--- src/rtl/cache_pkg.sv ---
//------------------------------------------------------------------------------
// Module : cache_pkg
// Brief  : Shared types and geometry constants for the cache miss controller.
// Rev    : 1.0
//------------------------------------------------------------------------------
`default_nettype none

package cache_pkg;

    typedef enum logic [2:0] {
        IDLE      = 3'd0,
        COMPARE   = 3'd1,
        WRITEBACK = 3'd2,
        ALLOCATE  = 3'd3,
        REFILL    = 3'd4
    } ctrl_state_t;

    localparam int LINE_BYTES = 4;
    localparam int TAG_LSB    = 13;
    localparam int IDX_LSB    = 2;

endpackage

`default_nettype wire

--- src/rtl/sat_counter.sv ---
//------------------------------------------------------------------------------
// Module : sat_counter
// Brief  : Up-counter that sticks at all-ones; synchronous clear.
// Rev    : 1.0
//------------------------------------------------------------------------------
`default_nettype none

module sat_counter #(
    parameter int CNT_W = 32
) (
    input  logic             clk,
    input  logic             en,
    input  logic             clear,
    output logic [CNT_W-1:0] count
);

    logic [CNT_W-1:0] r_count;

    always_ff @(posedge clk) begin
        if (clear) begin
            r_count <= '0;
        end else if (en && (r_count != {CNT_W{1'b1}})) begin
            r_count <= r_count + 1'b1;
        end
    end

    assign count = r_count;

endmodule

`default_nettype wire

--- src/rtl/cache_ctrl.sv ---
//------------------------------------------------------------------------------
// Module : cache_ctrl
// Brief  : Direct-mapped cache miss controller (write-back, fetch, refill).
// Rev    : 1.0
//------------------------------------------------------------------------------
`default_nettype none

module cache_ctrl
    import cache_pkg::*;
#(
    parameter int XLEN    = 32,
    parameter int C_WIDTH = 13,
    parameter int CNT_W   = 32
) (
    input  logic             clk,
    input  logic             rst,
    input  logic             cpu_req,
    input  logic             cpu_we,
    input  logic [XLEN-1:0]  cpu_addr,
    input  logic [XLEN-1:0]  cpu_wdata,
    output logic             cpu_ready,
    output logic [XLEN-1:0]  cpu_rdata,
    output logic [XLEN-1:0]  cache_addr,
    input  logic             cache_hit,
    input  logic             cache_dirty,
    input  logic [XLEN-1:0]  cache_miss_addr,
    input  logic [XLEN-1:0]  cache_rdata,
    output logic             cache_we,
    output logic             cache_fill,
    output logic [XLEN-1:0]  cache_wdata,
    output logic             mem_req,
    output logic             mem_we,
    output logic [XLEN-1:0]  mem_addr,
    output logic [XLEN-1:0]  mem_wdata,
    input  logic             mem_ack,
    input  logic [XLEN-1:0]  mem_rdata,
    output logic [CNT_W-1:0] hit_cnt,
    output logic [CNT_W-1:0] miss_cnt
);

    localparam int c_off_w = $clog2(LINE_BYTES);

    ctrl_state_t     r_state;
    logic [XLEN-1:0] r_addr;
    logic            r_we;
    logic [XLEN-1:0] r_wdata;
    logic [XLEN-1:0] r_fill_data;
    logic            r_retry;
    logic            r_mem_req;
    logic            r_mem_we;
    logic [XLEN-1:0] r_mem_addr;
    logic [XLEN-1:0] r_mem_wdata;

    logic [XLEN-1:0] w_fetch_addr;
    logic            w_cmp_hit;
    logic            w_hit_en;
    logic            w_miss_en;

    // Tag and index of the latched request with the byte offset zeroed.
    assign w_fetch_addr = {r_addr[XLEN-1:TAG_LSB], r_addr[C_WIDTH-1:IDX_LSB], {c_off_w{1'b0}}};

    assign w_cmp_hit = (r_state == COMPARE) && cache_hit;
    assign w_hit_en  = w_cmp_hit && !r_retry;
    assign w_miss_en = (r_state == COMPARE) && !cache_hit;

    always_ff @(posedge clk) begin
        if (rst) begin
            r_state     <= IDLE;
            r_addr      <= '0;
            r_we        <= 1'b0;
            r_wdata     <= '0;
            r_fill_data <= '0;
            r_retry     <= 1'b0;
            r_mem_req   <= 1'b0;
            r_mem_we    <= 1'b0;
            r_mem_addr  <= '0;
            r_mem_wdata <= '0;
        end else begin
            case (r_state)
                IDLE: begin
                    if (cpu_req) begin
                        r_addr  <= cpu_addr;
                        r_we    <= cpu_we;
                        r_wdata <= cpu_wdata;
                        r_retry <= 1'b0;
                        r_state <= COMPARE;
                    end
                end
                COMPARE: begin
                    if (cache_hit) begin
                        r_state <= IDLE;
                    end else if (cache_dirty) begin
                        r_mem_req   <= 1'b1;
                        r_mem_we    <= 1'b1;
                        r_mem_addr  <= cache_miss_addr;
                        r_mem_wdata <= cache_rdata;
                        r_state     <= WRITEBACK;
                    end else begin
                        r_mem_req  <= 1'b1;
                        r_mem_we   <= 1'b0;
                        r_mem_addr <= w_fetch_addr;
                        r_state    <= ALLOCATE;
                    end
                end
                WRITEBACK: begin
                    if (r_mem_req && mem_ack) begin
                        r_mem_req <= 1'b0;
                        r_state   <= ALLOCATE;
                    end
                end
                ALLOCATE: begin
                    // Arriving from a write-back, the fetch is issued one idle cycle later.
                    if (!r_mem_req) begin
                        r_mem_req  <= 1'b1;
                        r_mem_we   <= 1'b0;
                        r_mem_addr <= w_fetch_addr;
                    end else if (mem_ack) begin
                        r_mem_req   <= 1'b0;
                        r_fill_data <= mem_rdata;
                        r_state     <= REFILL;
                    end
                end
                REFILL: begin
                    r_retry <= 1'b1;
                    r_state <= COMPARE;
                end
                default: begin
                    r_state <= IDLE;
                end
            endcase
        end
    end

    always_comb begin
        cpu_ready   = w_cmp_hit;
        cpu_rdata   = '0;
        cache_we    = 1'b0;
        cache_fill  = 1'b0;
        cache_wdata = '0;
        if (w_cmp_hit && !r_we) begin
            cpu_rdata = cache_rdata;
        end
        if (w_cmp_hit && r_we) begin
            cache_we    = 1'b1;
            cache_wdata = r_wdata;
        end
        if (r_state == REFILL) begin
            cache_we    = 1'b1;
            cache_fill  = 1'b1;
            cache_wdata = r_fill_data;
        end
    end

    assign cache_addr = r_addr;
    assign mem_req    = r_mem_req;
    assign mem_we     = r_mem_we;
    assign mem_addr   = r_mem_addr;
    assign mem_wdata  = r_mem_wdata;

    sat_counter #(.CNT_W(CNT_W)) u_hit_cnt (
        .clk   (clk),
        .en    (w_hit_en),
        .clear (rst),
        .count (hit_cnt)
    );

    sat_counter #(.CNT_W(CNT_W)) u_miss_cnt (
        .clk   (clk),
        .en    (w_miss_en),
        .clear (rst),
        .count (miss_cnt)
    );

endmodule

`default_nettype wire
--- config.mk ---
export PLATFORM = sky130hd
export DESIGN_NAME = cache_ctrl
export DESIGN_NICKNAME = d
export VERILOG_FILES = /design/src/rtl/cache_pkg.sv /design/src/rtl/sat_counter.sv /design/src/rtl/cache_ctrl.sv
export SDC_FILE = /design/constraint.sdc
export NUM_CORES = 1
export LEC_CHECK = 0
export ABC_AREA = 1
export CAP_MARGIN = 0
export CELL_PAD_IN_SITES_DETAIL_PLACEMENT = 1
export CELL_PAD_IN_SITES_GLOBAL_PLACEMENT = 1
export CORE_UTILIZATION = 28
export CTS_CLUSTER_DIAMETER = 50
export DETAILED_ROUTE_END_ITERATION = 16
export PLACE_DENSITY_LB_ADDON = 0.1
export RECOVER_POWER = 100
export SLEW_MARGIN = 25
export SYNTH_ARGS = -nofsm -noshare
export SYNTH_HDL_FRONTEND = slang
export SYNTH_HIERARCHICAL = 1
export SYNTH_SLANG_ARGS = --single-unit
--- constraint.sdc ---
create_clock -name clk -period 1.8 [get_ports clk]
set_input_delay 0.36 -clock clk [delete_from_list [all_inputs] [get_ports clk]]
set_output_delay 0.36 -clock clk [all_outputs]
set_load 0.02 [all_outputs]
== After elaboration in Yosys (flattened, before gate mapping) ==
Cells that the tools add are included.

* Register bits: 231
* Bits of input ports: 167
* Output and inout port bits: 229
* Logic and storage cells: 77

* Add/subtract/negate cells: 2
* Eq/ne operators: 12
* Bitwise gates (word level): 1
* Mux-type cells: 28
* Reduce and logical (&&, ||, !) cells: 22

{| class="wikitable"
|+ Operators with widths
! kind !! count
|-
| $mux W32 || 6
|-
| $add A32 B1 Y32 const B || 2
|-
| $ne A32 B32 Y1 const B || 2
|-
| $pmux W32 S2 || 1
|-
| $pmux W3 S5 || 1
|-
| $mux W1 || 12
|-
| $mux W3 || 4
|-
| $ne A2 B2 Y1 const B || 6
|-
| $reduce_and A3 Y1 || 4
|-
| $logic_and A1 B1 Y1 || 8
|-
| $eq A3 B2 Y1 const B || 2
|-
| $pmux W1 S2 || 2
|-
| $reduce_and A2 Y1 || 2
|-
| $reduce_and A4 Y1 || 1
|-
| $reduce_bool A2 Y1 || 2
|-
| $eq A3 B1 Y1 const B || 1
|-
| $eq A3 B3 Y1 const B || 1
|-
| $logic_not A1 Y1 || 3
|-
| $logic_not A3 Y1 || 1
|-
| $pmux W1 S3 || 1
|-
| $reduce_bool A3 Y1 || 1
|-
| $mux W2 || 1
|-
| $not A1 Y1 || 1
|}

== Logic depth before layout (Yosys ltp) ==
* Depth after elaboration: 5
* Mapped depth: 12
* Gate-level depth less buffers: 12

== By module ==
The synthesis kept the hierarchy.

{| class="wikitable"
|+ Modules (own cells, without submodules)
! module !! area an instance (um2) !! seq. area each (um2) !! cells each !! times used
|-
| cache_ctrl || 7,161.9 || 3,343.2 || 1,032 || 1
|-
| sat_counter (u_hit_cnt) || 2,062.0 || 640.6 || 324 || 1
|-
| sat_counter (u_miss_cnt) || 1,979.4 || 640.6 || 314 || 1
|}

== Worst setup path after synthesis ==
Ideal clock, no wire load.

* Path type: reg2out
* Start point: reg r_state[1]
* End point: out cache_wdata[10]
* Arrival time: 1,543 ps
* Required time: 1,440 ps
* Setup slack: -103 ps
* Stages on the path, launching flop included: 7
* Path through: dfxtp_1 inv_1 nand3_2 nor2_4 nand2_2 buf_2 o21ai_0

* Cells in the longest elaborated chain, start to end: 5

{| class="wikitable"
|+ RTL lines
! item !! line !! text
|-
| start: declaration || cache_ctrl.sv:43 || <nowiki>ctrl_state_t r_state;</nowiki>
|-
| start signal: assignment || cache_ctrl.sv:68 || <nowiki>r_state <= IDLE;</nowiki>
|-
| start signal: assignment || cache_ctrl.sv:86 || <nowiki>r_state <= COMPARE;</nowiki>
|-
| start signal: assignment || cache_ctrl.sv:91 || <nowiki>r_state <= IDLE;</nowiki>
|-
| $eq A3 B1 Y1 || cache_ctrl.sv:62 || <nowiki>assign w_cmp_hit = (r_state == COMPARE) && cache_hit;</nowiki>
|-
| $logic_and A1 B1 Y1 || cache_ctrl.sv:62 ||
|-
| net cpu_ready || cache_ctrl.sv:21 || <nowiki>output logic cpu_ready,</nowiki>
|-
| $logic_and A1 B1 Y1 || cache_ctrl.sv:143 || <nowiki>if (w_cmp_hit && r_we) begin</nowiki>
|-
| $mux W32 || cache_ctrl.sv:143 ||
|-
| $mux W32 || cache_ctrl.sv:147 || <nowiki>if (r_state == REFILL) begin</nowiki>
|-
| end: declaration || cache_ctrl.sv:30 || <nowiki>output logic [XLEN-1:0] cache_wdata,</nowiki>
|}

The timed path passes the listed nets, and every way through them passes these cells.

== Final worst setup path ==
* Start point: reg r_state[1]
* End point: out cache_wdata[4]

* Cells in the longest elaborated chain, start to end: 5

{| class="wikitable"
|+ RTL lines
! item !! line
|-
| $eq A3 B1 Y1 || cache_ctrl.sv:62
|-
| $logic_and A1 B1 Y1 || cache_ctrl.sv:62
|-
| $logic_and A1 B1 Y1 || cache_ctrl.sv:143
|-
| $mux W32 || cache_ctrl.sv:143
|-
| $mux W32 * || cache_ctrl.sv:147
|}

Every way passes the cells marked *; elsewhere a longest branch is shown, timed or not.

==> metrics.txt <==
total of max-cap violations=0; period utilization=1.22; crit-path max FO=17; Pleak=9.57 nW; Core Region=0.0391 mm2; pwr/cell area=902 mW/mm2; total power=17.1 mW; total gr overflow=0; Hold-fix buffers, CTS=0; Gate Count Post-Synth=1670; CTS HTree Levels=2; YS warnings=6; Peak VDD IR=648 uV; share of the synthesized area in the top cell type=0.413; pin count of the biggest net entering global routing=73; dpl ws=-0.753 ns; fin cells=2746; sequential-to-total area share from yosys stat=0.413; setup violators final=91; crit path DAT=1.83 ns; Setup TNS Final=-24.36 ns; placed cell count=2644; Buf/Inv on CP=3; Initial Util=0.287; Port-buffer cells=395; global-route usage over all layers=0.224; setup ws final=-0.389 ns; detailed-route DRC error count=0; Num Clock Sinks=231; Fmax achieved=457 MHz; chip width=202 um; Clock Latency Late Sink=0.55 ns; routed wl met3=2.86 mm; Hold Slack=0.380 ns; share of cells above drive strength 1=0.217; routed vias=12.9k; HP Class=primary input to flip-flop; critical path, cell by cell=inv_2 > nand3_4 > nor2_4 > nand2_4 > buf_12 > o21ai_1 > buf_4; FF+latch count, synth=231; Top-Level Pins=396; M1 wire length=19.4 mm; Placer Congestion=0.838; TritonCTS clock tree=yes; Finished Cell Area=0.0190 mm2; nature of the critical path endpoint=output pin; global-route wire length before repair=72.4 mm; DRT iter0 DRCs=417; Post-DP HPWL=34.7 mm; Synth area leaders=dfxtp_1, nor2_1, o21ai_0; Setup Skew=0.0214 ns; Die ar.=0.0408 mm2; CP max stage delay=0.36 ns; WS Path Type=flip-flop to output pin; initial antenna violation count=5; Worst Setup Start Kind=flip-flop; cell area after synthesis=0.0112 mm2; CTS max path bufs=3; Slew HR=0.723; RSZ-0062 raised after global routing=true; Netlist cell types=34; wire length on met2=24.2 mm; Critical-path top delay cell=dfxtp_4; vias per inst=4.68; CTS Buf Count=40; final slew viol count=0; first-pass iteration count of the detailed router=4; placement row count=72; outcome=finished with violations; P&R area growth vs syn=69.5%; antenna-violating nets left=0; final hold violations=0; DR top layer=met5; fin util=0.486; Worst EP required=1.44 ns; Clk pin slew, worst setup/hold paths=0.05 ns; Avg Cell Area, Syn=6.71 um2; die height=202 um; R2R setup slack=-0.28 ns; WL final=47.9 mm; Worst Tran Pin Value=0.417 ns; Final Net Count=2363; drt wl/cell=17.4 um; number of global-route vias before repair=13.1k; failing checks=setup timing; DP Area=0.0167 mm2; crit-path leading delay family=buffers and inverters; Root Driver=clkbuf_16; Tmin final=2.19 ns; post-synthesis net count=1839; cell taking the most area after synthesis=dfxtp_1
## power breakdown
part           switching (mW)  total (mW)  internal, mW
registers               0.196        5.74          5.55
clock network            2.87        7.93          5.06
logic                    1.95        3.45          1.49
total                    5.02        17.1          12.1
## kinds of logic after synthesis
family	share of synthesized area
XOR/XNOR	0.000782
buffers and inverters	0.100
AO/OA/AOI/OAI	0.170
AND/OR/NAND/NOR	0.314
adder cells (fa/ha/maj)	0.00223
flip-flops	0.413
## what timing repair did
action	4_1_cts	5_1_grt
buffers inserted	4	18
endpoints found under the setup margin	279	209
resized for setup	487	271
gates cloned	2	5
pin swaps	5	28
## metal layers
layer  up-vias  track usage
li1       6415            -
met1      6067        0.254
met2       284        0.394
met3        82       0.0640
met4         4       0.0866
met5         -            0
## cells in the final DEF (no fill, tap or decap), drive strengths merged, types with 2 or more instances in the layout
| cell type | synthesis | layout |
|---|---|---|
| nor2 | 392 | 392 |
| nand2 | 300 | 300 |
| o21ai | 254 | 254 |
| buf | 55 | 239 |
| dfxtp | 231 | 231 |
| inv | 167 | 171 |
| clkdlybuf4s50 | 0 | 165 |
| a21oi | 110 | 110 |
| dlygate4sd2 | 0 | 79 |
| dlymetal6s2s | 0 | 75 |
| nand3 | 71 | 72 |
| clkbuf | 33 | 58 |
| nand4 | 28 | 28 |
| a31oi | 11 | 11 |
| clkinv | 2 | 10 |
| nor3 | 8 | 8 |
| clkdlybuf4s15 | 0 | 7 |
| bufinv | 0 | 4 |
| diode | 0 | 3 |
| clkinvlp | 0 | 3 |
| nand3b | 2 | 2 |
| and2 | 2 | 2 |
| ha | 2 | 2 |
## worst min-delay path: stages
cell and delay [ns]:
clkdlybuf4s50_1 0.40, nand2_1 0.06, a21oi_1 0.05
## flip-flops by register name, indices dropped and copies added, names as in the netlist
| signal | flops |
|---|---|
| cache_addr | 32 |
| mem_addr | 32 |
| mem_wdata | 32 |
| r_fill_data | 32 |
| r_wdata | 32 |
| u_hit_cnt/count | 32 |
| u_miss_cnt/count | 32 |
| r_state | 3 |
| mem_req | 1 |
| mem_we | 1 |
| r_retry | 1 |
| r_we | 1 |
## area by class of cell
| class | instances | area (um2) |
|---|---|---|
| clock buffer | 54 | 1140 |
| timing repair buffer | 569 | 5710 |
| tap | 518 | 648 |
| fill | 4858 | 20100 |
| clock inverter | 19 | 230 |
| inverter | 169 | 646 |
| antenna | 3 | 7.51 |
| sequential | 231 | 4640 |
| multi-input combinational | 1183 | 5960 |
## cell usage after synthesis
library cell  number
nand2_4            4
nand3b_1           2
nor3_1             7
a21oi_2            4
buf_4             10
nor2_4            11
o21ai_1           10
nand2_1          279
ha_1               2
nor2_1           367
clkbuf_1          29
nand4_2            2
nor2_8             2
buf_1              3
nand4_1           26
buf_2             32
clkbuf_2           4
a21oi_1          106
nor2_2            12
nand2_2           17
nand3_2           11
xnor2_1            1
nand3_1           58
clkinv_1           2
buf_6             10
inv_2              8
dfxtp_1          231
and2_1             2
o21ai_0          244
nor3_2             1
inv_1            159
nor4_1             1
nand3_4            2
a31oi_1           11
## final timing paths
path	start	endpoint	depth (start not counted)
worst min-delay path	cache_miss_addr[1]	mem_addr[1]	3
worst max-delay path	r_state[1]	cache_wdata[4]	7
worst max register to register	r_state[1]	u_miss_cnt/count[31]	16
worst min register to register	cache_addr[0]	cache_addr[0]	2
Power figures use the tool's default switching activity.
